File: src/rtl/cd_pkg.sv
// cd_pkg: shared definitions for the CSR receive-fetch engine.
//   - default CSR register addresses of the slave
//   - RX pending flag bit position and release word
//   - FSM state encoding
//   - byte lane selection helper (little-endian)
package cd_pkg;

  localparam logic [3:0]  CD_ADDR_INT_FLAG  = 4'd5;
  localparam logic [3:0]  CD_ADDR_RX_LEN    = 4'd6;
  localparam logic [3:0]  CD_ADDR_RX_CTRL   = 4'd7;
  localparam logic [3:0]  CD_ADDR_RX_PAGE   = 4'd8;
  localparam int          CD_RX_PENDING_BIT = 1;
  localparam logic [31:0] CD_RX_DONE_VAL    = 32'h0000_0001;

  typedef enum logic [3:0] {
    ST_IDLE    = 4'd0,
    ST_FLAG_RD = 4'd1,
    ST_FLAG_WT = 4'd2,
    ST_LEN_RD  = 4'd3,
    ST_LEN_WT  = 4'd4,
    ST_WORD_RD = 4'd5,
    ST_WORD_WT = 4'd6,
    ST_EMIT    = 4'd7,
    ST_DONE_WR = 4'd8
  } cd_state_e;

  // Little-endian lane select: index 0 is bits 7:0, index 3 is bits 31:24.
  function automatic logic [7:0] cd_byte_sel(input logic [31:0] word,
                                             input logic [1:0]  idx);
    logic [7:0] b;
    case (idx)
      2'd0:    b = word[7:0];
      2'd1:    b = word[15:8];
      2'd2:    b = word[23:16];
      2'd3:    b = word[31:24];
      default: b = 8'd0;
    endcase
    return b;
  endfunction

endpackage

File: src/rtl/cd_word_unpack.sv
// cd_word_unpack: turns 32-bit page words into a byte stream.
// Ports:
//   clk, reset        clock, synchronous active-high reset
//   load_len, len     latch the frame byte count
//   load_word, word   latch a fresh page word and present its byte 0
//   m_data/m_valid/m_ready/m_last  byte stream handshake
//   remaining, index  bytes still owed and current lane (for the FSM)
//   xfer              a byte is transferred this cycle
module cd_word_unpack
  import cd_pkg::*;
(
  input  logic        clk,
  input  logic        reset,
  input  logic        load_len,
  input  logic [7:0]  len,
  input  logic        load_word,
  input  logic [31:0] word,
  input  logic        m_ready,
  output logic [7:0]  m_data,
  output logic        m_valid,
  output logic        m_last,
  output logic [7:0]  remaining,
  output logic [1:0]  index,
  output logic        xfer
);

  logic [31:0] word_reg;

  assign xfer = m_valid && m_ready;

  // Word/lane/count registers and the registered byte-stream outputs.
  always_ff @(posedge clk) begin
    if (reset) begin
      word_reg  <= 32'd0;
      index     <= 2'd0;
      remaining <= 8'd0;
      m_data    <= 8'd0;
      m_valid   <= 1'b0;
      m_last    <= 1'b0;
    end else if (load_len) begin
      remaining <= len;
      m_valid   <= 1'b0;
      m_last    <= 1'b0;
    end else if (load_word) begin
      word_reg <= word;
      index    <= 2'd0;
      m_data   <= cd_byte_sel(word, 2'd0);
      m_valid  <= (remaining != 8'd0);
      m_last   <= (remaining == 8'd1);
    end else if (xfer) begin
      // Count only while something is owed, so the counter never wraps.
      if (remaining != 8'd0) begin
        remaining <= remaining - 8'd1;
      end else begin
        remaining <= 8'd0;
      end
      index <= index + 2'd1;
      // Stream pauses when the frame ends or the word is used up; the
      // unused upper lanes of a short final word are simply dropped.
      if ((remaining == 8'd1) || (index == 2'd3)) begin
        m_valid <= 1'b0;
        m_last  <= 1'b0;
      end else begin
        m_data  <= cd_byte_sel(word_reg, index + 2'd1);
        m_valid <= 1'b1;
        m_last  <= (remaining == 8'd2);
      end
    end else begin
      m_valid <= m_valid;
    end
  end

endmodule

File: src/rtl/cd_rx_fetch.sv
// cd_rx_fetch: polls a CSR slave on irq, reads the RX frame length and the
// auto-incrementing page window, streams the frame out byte by byte and
// releases the page with a done write.
// Ports:
//   clk, reset        clock, synchronous active-high reset
//   enable, irq       poll permission and slave interrupt
//   csr_*             CSR master (read data valid one cycle after csr_read)
//   m_data/m_valid/m_ready/m_last  byte stream
//   busy              high whenever the FSM is not in IDLE
module cd_rx_fetch
  import cd_pkg::*;
#(
  parameter logic [3:0]  ADDR_INT_FLAG  = CD_ADDR_INT_FLAG,
  parameter logic [3:0]  ADDR_RX_LEN    = CD_ADDR_RX_LEN,
  parameter logic [3:0]  ADDR_RX_CTRL   = CD_ADDR_RX_CTRL,
  parameter logic [3:0]  ADDR_RX_PAGE   = CD_ADDR_RX_PAGE,
  parameter int          RX_PENDING_BIT = CD_RX_PENDING_BIT,
  parameter logic [31:0] RX_DONE_VAL    = CD_RX_DONE_VAL
) (
  input  logic        clk,
  input  logic        reset,
  input  logic        enable,
  input  logic        irq,
  output logic [3:0]  csr_address,
  output logic        csr_read,
  input  logic [31:0] csr_readdata,
  output logic        csr_write,
  output logic [31:0] csr_writedata,
  output logic [7:0]  m_data,
  output logic        m_valid,
  input  logic        m_ready,
  output logic        m_last,
  output logic        busy
);

  cd_state_e   state;
  logic        load_len;
  logic        load_word;
  logic [7:0]  remaining;
  logic [1:0]  index;
  logic        xfer;

  // The slave returns data in the *_WT states, so latch there.
  assign load_len  = (state == ST_LEN_WT);
  assign load_word = (state == ST_WORD_WT);

  cd_word_unpack u_unpack (
    .clk       (clk),
    .reset     (reset),
    .load_len  (load_len),
    .len       (csr_readdata[7:0]),
    .load_word (load_word),
    .word      (csr_readdata),
    .m_ready   (m_ready),
    .m_data    (m_data),
    .m_valid   (m_valid),
    .m_last    (m_last),
    .remaining (remaining),
    .index     (index),
    .xfer      (xfer)
  );

  // Control FSM; strobes are raised on entry to the *_RD / DONE_WR states
  // so they are high for exactly the one cycle spent in that state.
  always_ff @(posedge clk) begin
    if (reset) begin
      state         <= ST_IDLE;
      csr_read      <= 1'b0;
      csr_write     <= 1'b0;
      csr_address   <= 4'd0;
      csr_writedata <= 32'd0;
      busy          <= 1'b0;
    end else begin
      csr_read  <= 1'b0;
      csr_write <= 1'b0;
      case (state)
        ST_IDLE: begin
          if (enable && irq) begin
            state       <= ST_FLAG_RD;
            csr_read    <= 1'b1;
            csr_address <= ADDR_INT_FLAG;
            busy        <= 1'b1;
          end else begin
            state <= ST_IDLE;
            busy  <= 1'b0;
          end
        end
        ST_FLAG_RD: state <= ST_FLAG_WT;
        ST_FLAG_WT: begin
          if (csr_readdata[RX_PENDING_BIT]) begin
            state       <= ST_LEN_RD;
            csr_read    <= 1'b1;
            csr_address <= ADDR_RX_LEN;
          end else begin
            state <= ST_IDLE;
            busy  <= 1'b0;
          end
        end
        ST_LEN_RD: state <= ST_LEN_WT;
        ST_LEN_WT: begin
          if (csr_readdata[7:0] == 8'd0) begin
            state         <= ST_DONE_WR;
            csr_write     <= 1'b1;
            csr_address   <= ADDR_RX_CTRL;
            csr_writedata <= RX_DONE_VAL;
          end else begin
            state       <= ST_WORD_RD;
            csr_read    <= 1'b1;
            csr_address <= ADDR_RX_PAGE;
          end
        end
        ST_WORD_RD: state <= ST_WORD_WT;
        ST_WORD_WT: state <= ST_EMIT;
        ST_EMIT: begin
          if (xfer && (remaining == 8'd1)) begin
            state         <= ST_DONE_WR;
            csr_write     <= 1'b1;
            csr_address   <= ADDR_RX_CTRL;
            csr_writedata <= RX_DONE_VAL;
          end else if (xfer && (index == 2'd3)) begin
            state       <= ST_WORD_RD;
            csr_read    <= 1'b1;
            csr_address <= ADDR_RX_PAGE;
          end else begin
            state <= ST_EMIT;
          end
        end
        ST_DONE_WR: begin
          state <= ST_IDLE;
          busy  <= 1'b0;
        end
        default: begin
          state <= ST_IDLE;
          busy  <= 1'b0;
        end
      endcase
    end
  end

endmodule

File: config.mk
export PLATFORM = sky130hd
export DESIGN_NAME = cd_rx_fetch
export DESIGN_NICKNAME = d
export VERILOG_FILES = /design/src/rtl/cd_pkg.sv /design/src/rtl/cd_word_unpack.sv /design/src/rtl/cd_rx_fetch.sv
export SDC_FILE = /design/constraint.sdc
export NUM_CORES = 1
export LEC_CHECK = 0
export ABC_CLOCK_PERIOD_IN_PS = 3240
export BUFFER_PORTS_ARGS = -buffer_cell sky130_fd_sc_hd__clkbuf_2
export CORE_ASPECT_RATIO = 0.9
export CORE_MARGIN = 10
export CORE_UTILIZATION = 55
export DETAILED_ROUTE_END_ITERATION = 8
export PLACE_DENSITY = 0.81
export SYNTH_ARGS = -nofsm -noshare
export SYNTH_HDL_FRONTEND = slang
export SYNTH_SLANG_ARGS = --single-unit
File: constraint.sdc
create_clock -name clk -period 3.24 [get_ports clk]
set_input_delay 0.648 -clock clk [delete_from_list [all_inputs] [get_ports clk]]
set_output_delay 0.648 -clock clk [all_outputs]
set_load 0.03 [all_outputs]
-- After elaboration in Yosys (flattened, before gate mapping)
Index checks and enable logic that the tools add are counted.
W data, S select, Z words.
- bits in registers: 95
- word-level logic and storage cells: 101
- output and inout bits: 49
- input port bits: 37
- muxes and demuxes: 42
- $add $sub $neg: 2
- bitwise logic cells: 2
- reductions and logical operators: 22
- equal/unequal tests: 21
- operator list (cell ; number):
    $mux W32 ; 2
    $pmux W32 S2 ; 1
    $mux W8 ; 7
    $pmux W4 S8 ; 1
    $pmux W8 S4 ; 1
    $mux W4 ; 7
    $eq A4 B3 Y1 const B ; 4
    $pmux W4 S4 ; 1
    $mux W1 ; 15
    $ne A2 B2 Y1 const B ; 6
    $eq A4 B2 Y1 const B ; 2
    $eq A8 B1 Y1 const B ; 1
    $eq A8 B2 Y1 const B ; 1
    $logic_not A8 Y1 ; 1
    $mux W2 ; 4
    $reduce_and A2 Y1 ; 4
    $reduce_bool A8 Y1 ; 1
    $sub A8 B1 Y8 const B ; 1
    $eq A2 B2 Y1 const B ; 3
    $reduce_and A3 Y1 ; 2
    $reduce_bool A2 Y1 ; 3
    $reduce_or A6 Y1 ; 1
    $eq A4 B1 Y1 const B ; 1
    $logic_and A1 B1 Y1 ; 4
    other kinds (14) ; 15

-- Logic depth before layout (Yosys ltp)
- depth in word-level cells: 6
- mapped depth: 9
- gate-level depth less buffers: 6

-- Cells and area by module
From an unflattened synthesis, not the netlist that was laid out.
- cells, all modules: 446
- area total of the unflattened synthesis: 3453.3 um2
- modules (own cells, without submodules) (module ; cells each ; times used ; area an instance (um2) ; sequential area each (um2)):
    cd_word_unpack ; 326 ; 1 ; 2522.4 ; 1041.0
    cd_rx_fetch ; 120 ; 1 ; 930.9 ; 240.2

-- Worst setup path after synthesis
Ideal clock, no wire load.
- kind: in2reg
- start point: in csr_readdata[1]
- end point: reg csr_address[2]
- stages: 5
- library setup time: 118 ps
- required time: 3122 ps
- arrival time: 1912 ps
- setup slack: 1210 ps
- path buffers: 0
- cell sequence: or3b_1 a31oi_1 o21ai_1 or4b_1 nor3b_2
- longest elaborated chain between the ends: 3
- elaborated cells on any way between the ends: 5
- those cells by class: 1 x eq/ne; 2 x mux; 2 x reduce/logical
- RTL lines (what ; line ; text):
    start, declared ; cd_rx_fetch.sv:26 ; input logic [31:0] csr_readdata,
    $logic_not A8 Y1 ; cd_rx_fetch.sv:101 ; if (csr_readdata[7:0] == 8'd0) begin
    $mux W4 ; cd_rx_fetch.sv:101 ;
    $pmux W4 S4 ; cd_rx_fetch.sv:76 ; case (state)
    end signal, assigned ; cd_rx_fetch.sv:81 ; csr_address <= ADDR_INT_FLAG;
    end signal, assigned ; cd_rx_fetch.sv:104 ; csr_address <= ADDR_RX_CTRL;
    end signal, assigned ; cd_rx_fetch.sv:109 ; csr_address <= ADDR_RX_PAGE;
    end, declared ; cd_rx_fetch.sv:24 ; output logic [3:0] csr_address,
Several ways; a longest one is shown, not always the timed one.
A chain may end at the register's enable or synchronous reset.

-- Final worst setup path
- start point: reg state[0]
- end point: reg csr_address[2]
- longest elaborated chain between the ends: 3
- elaborated cells on any way between the ends: 10
- those cells by class: 6 x eq/ne; 1 x mux; 3 x reduce/logical
- RTL lines (what ; line ; text):
    start, declared ; cd_rx_fetch.sv:36 ; cd_state_e state;
    start signal, assigned ; cd_rx_fetch.sv:67 ; state <= ST_IDLE;
    start signal, assigned ; cd_rx_fetch.sv:79 ; state <= ST_FLAG_RD;
    start signal, assigned ; cd_rx_fetch.sv:84 ; state <= ST_IDLE;
    $eq A4 B3 Y1, or another cell as far along ; cd_rx_fetch.sv:76 ;
    $ne A3 B3 Y1 (no line), or another cell as far along ; -- ;
    $reduce_and A4 Y1 (no line) ; -- ;
    end signal, assigned ; cd_rx_fetch.sv:70 ; csr_address <= 4'd0;
    end signal, assigned ; cd_rx_fetch.sv:81 ;
    end signal, assigned ; cd_rx_fetch.sv:93 ; csr_address <= ADDR_RX_LEN;
Several ways; a longest one is shown, not always the timed one.

==> results by group <==
Clock network
  • Later-pin clock latency in the skew report: about 0.34 ns
  • Post_cts resized: 0
  • CTS clk-pin slew, worst paths: roughly 0.07 ns
  • CTS Hold Buffers Added: 0
  • Clock buffer count from CTS: 9
  • Root buf cell: clkbuf_8
  • CTS H-tree depth: 3
  • Post-CTS Setup Inserts: 0
  • Clock sink count: 64
  • Clock tree buffer depth: 2
  • CTS tree: yes

Logic synthesis
  • Seq cells post-synth: 64
  • Top_reg_cell synth: dfxtp_1
  • Seq/Total Area, Yosys: 38.3%
  • Synth Area per Inst: 8.21 um^2
  • Syn Inst Count: approximately 400
  • Mapped cell area: ~3300 um^2
  • Library cells used by synthesis: 63
  • EDFF count, synth: 0
  • Asr flop ratio synth: 0%
  • YS warnings: 0

Pwr
  • Leak Pwr: around 0.0014 uW
  • Psw: 421 uW
  • Comb power frac: roughly 8.2%
  • P_int: between 1000 and 1500 uW
  • Switching share of power: between 20% and 30%
  • Final total power: around 1800 uW
  • Clock Power Share: approximately 47%
  • Sequential share of power: roughly 45%
  • Pwr Density: just under 500 nW/um^2
  • Maximum vdd drop: 0.307 mV

Finish
  • Fillers: roughly 470
  • N_diodes: 0
  • Layout cells sized above 1: roughly 20%
  • Area Growth Syn to Fin: 10.1%
  • Largest register FFs: 32
  • Fin nets: 493

Detailed routing
  • Post-DR vias/cell: 5.63
  • WL/cell: ~16 um
  • Total vias in the final route: a little under 3,000
  • Iter 0 DRT Violations: around 210
  • WL final: 8390 um
  • Post-route DRC: 0
  • DRT Pass-1 Iters: 5
  • DRT antenna net count: 0

Placement
  • Detail Placement HPWL: ~6000 um
  • I/O Buffers: between 50 and 60
  • Final Wtd Congestion: 0.871

Floorplanning
  • Core area: 5790 um^2
  • Die Height: approximately 94 um
  • IO Pins: between 80 and 90
  • Initial Util: about 58%
  • Cell Rows: 26
  • Die area: 9610 um^2
  • Die W: between 100 and 150 um

Timing
  • Fmax: 456 MHz
  • Period utilization: between 60 and 70%
  • RSZ-0062 raised after global routing: no
  • Hold Slack: approximately 0.46 ns
  • Max Slew Vio Count: 0
  • Final hold vios: 0
  • Skew final: 0.00455 ns
  • Final setup vio count: 0
  • Worst slew pin tran: 1.00 ns
  • Fin crit period: roughly 2.2 ns
  • Setup TNS: 0 ns
  • Worst slew margin: between 30% and 40%

Critical path
  • CP Class: flip-flop to flip-flop
  • Worst Path Required: roughly 3.4 ns
  • Type of origin of the critical path: flip-flop
  • Critical path endpoint category: flip-flop
  • CP arrival: 2.38 ns
  • Critical-path maximum fanout: 16

GRT
  • Grt total ovfl: 0
  • Initial antenna violation count: 0
  • Largest net degree at the start of global routing: 49
  • Total GRT Usage: 17.1%
  • Vias in the first global route: 2,771
  • First-pass GRT wire length: approximately 13,000 um

Job
  • Max_cap viols: 0

Outcome
  • Status: finished, final reports clean

Hold path
  • Tightest Hold Check Type: flip-flop to flip-flop
==> metrics by stage <==
step	worst slack [ns]	cells	instance area [um^2]	utilization, %
finish	1.05	522	3690	63.7
global route	0.908	522	3690	63.7
CTS	1.07	522	3690	63.7
detailed placement	0.888	507	3450	59.6
global placement	0.938	507	3450	59.6
floorplan	1.21	438	3460	-
==> metal layers <==
metal	vias up	GRT usage, %	share of wire (%)
met2	112	27.1	47
li1	1460	-	-
met4	0	6.81	1.3
met3	13	5.45	7.2
met1	1356	21.0	44
met5	-	0	0
==> placed cells by master, fill, tap and decap left out, drive strengths merged, types with 2 or more instances in the layout <==
cell type,n
nand3b,2
ha,8
buf,3
or4b,2
nor4,5
o21a,2
conb,31
a22oi,2
o21ai,14
a21oi,50
nand2b,3
a21boi,8
nand2,86
nor2,29
bufinv,3
clkbuf,66
nor3,9
dfxtp,64
a311oi,3
or3,3
a31oi,5
inv,4
a211oi,12
and3,2
a32oi,2
nand3,5
a222oi,8
==> power groups by stage <==
stage	logic, uW	clock network [uW]	registers [uW]
2_1_floorplan	128	0	829
3_3_place_gp	142	0	822
3_5_place_dp	143	0	823
4_1_cts	144	840	805
5_1_grt	157	880	806
6_report	146	832	805
==> final timing paths <==
| path | startpoint | to | slack [ns] | cells past startpoint |
|---|---|---|---|---|
| hold reg to reg | u_unpack.word_reg[6] | u_unpack.word_reg[6] | 0.46 | 2 |
| setup / recovery | state[0] | csr_address[2] | 1.05 | 4 |
| setup reg to reg | state[0] | csr_address[2] | 1.05 | 4 |
| hold / removal | u_unpack.word_reg[6] | u_unpack.word_reg[6] | 0.46 | 2 |
==> worst max-delay path, cell delays in order, from the launching register on <==
cell and delay (ns):
dfxtp_1 0.72, and2b_4 0.29, or3_4 0.37, or4b_1 0.49
nor3b_2 0.17
==> area by class of cell <==
cell class,instances,area [um^2],share of cell area (%)
tap,70,87.6,2.38
sequential,64,1280,34.8
clock inverter,3,90.1,2.44
timing repair buffer,57,293,7.94
clock buffer,12,145,3.94
inverter,4,15.0,0.407
multi-input combinational,312,1770,48.1
==> cell families (layout without fill, tap and decap cells) <==
| kind of cell | count (synthesis) | in the layout | synth area share (%) |
|---|---|---|---|
| flip-flops | 64 | 64 | 38.3 |
| adder cells (fa/ha/maj) | 8 | 8 | 2.99 |
| AO/OA/AOI/OAI | 115 | 115 | 23.3 |
| buffers and inverters | 62 | 76 | 12.1 |
| multiplexers | 1 | 1 | 0.299 |
| XOR/XNOR | 2 | 2 | 0.523 |
| other | 1 | 31 | 0.112 |
| AND/OR/NAND/NOR | 155 | 155 | 22.4 |
==> cells in the mapped netlist, types with 2 or more instances <==
master / instances / area, um^2
dfxtp_1: 64 / 1280
clkbuf_8: 3 / 41.3
a22oi_1: 2 / 15.0
nor2_1: 29 / 109
a311oi_1: 3 / 26.3
o21ai_1: 2 / 10.0
nand2_2: 2 / 12.5
buf_1: 2 / 7.51
buf_2: 9 / 45.0
nand2b_1: 2 / 12.5
nor4_1: 5 / 31.3
a211oi_1: 12 / 90.1
a222oi_1: 8 / 80.1
and3_1: 2 / 12.5
a32oi_1: 2 / 17.5
nand3_1: 5 / 25.0
a21oi_1: 49 / 245
nand2_1: 84 / 315
ha_1: 8 / 100
a21boi_0: 8 / 60.1
o21a_1: 2 / 15.0
clkbuf_1: 11 / 41.3
a31oi_1: 4 / 25.0
buf_4: 31 / 233
nor3_1: 7 / 35.0
inv_1: 4 / 15.0
o21ai_0: 10 / 50.1
buf_6: 2 / 22.5
nand3b_1: 2 / 15.0
Power figures use the tool's default switching activity.
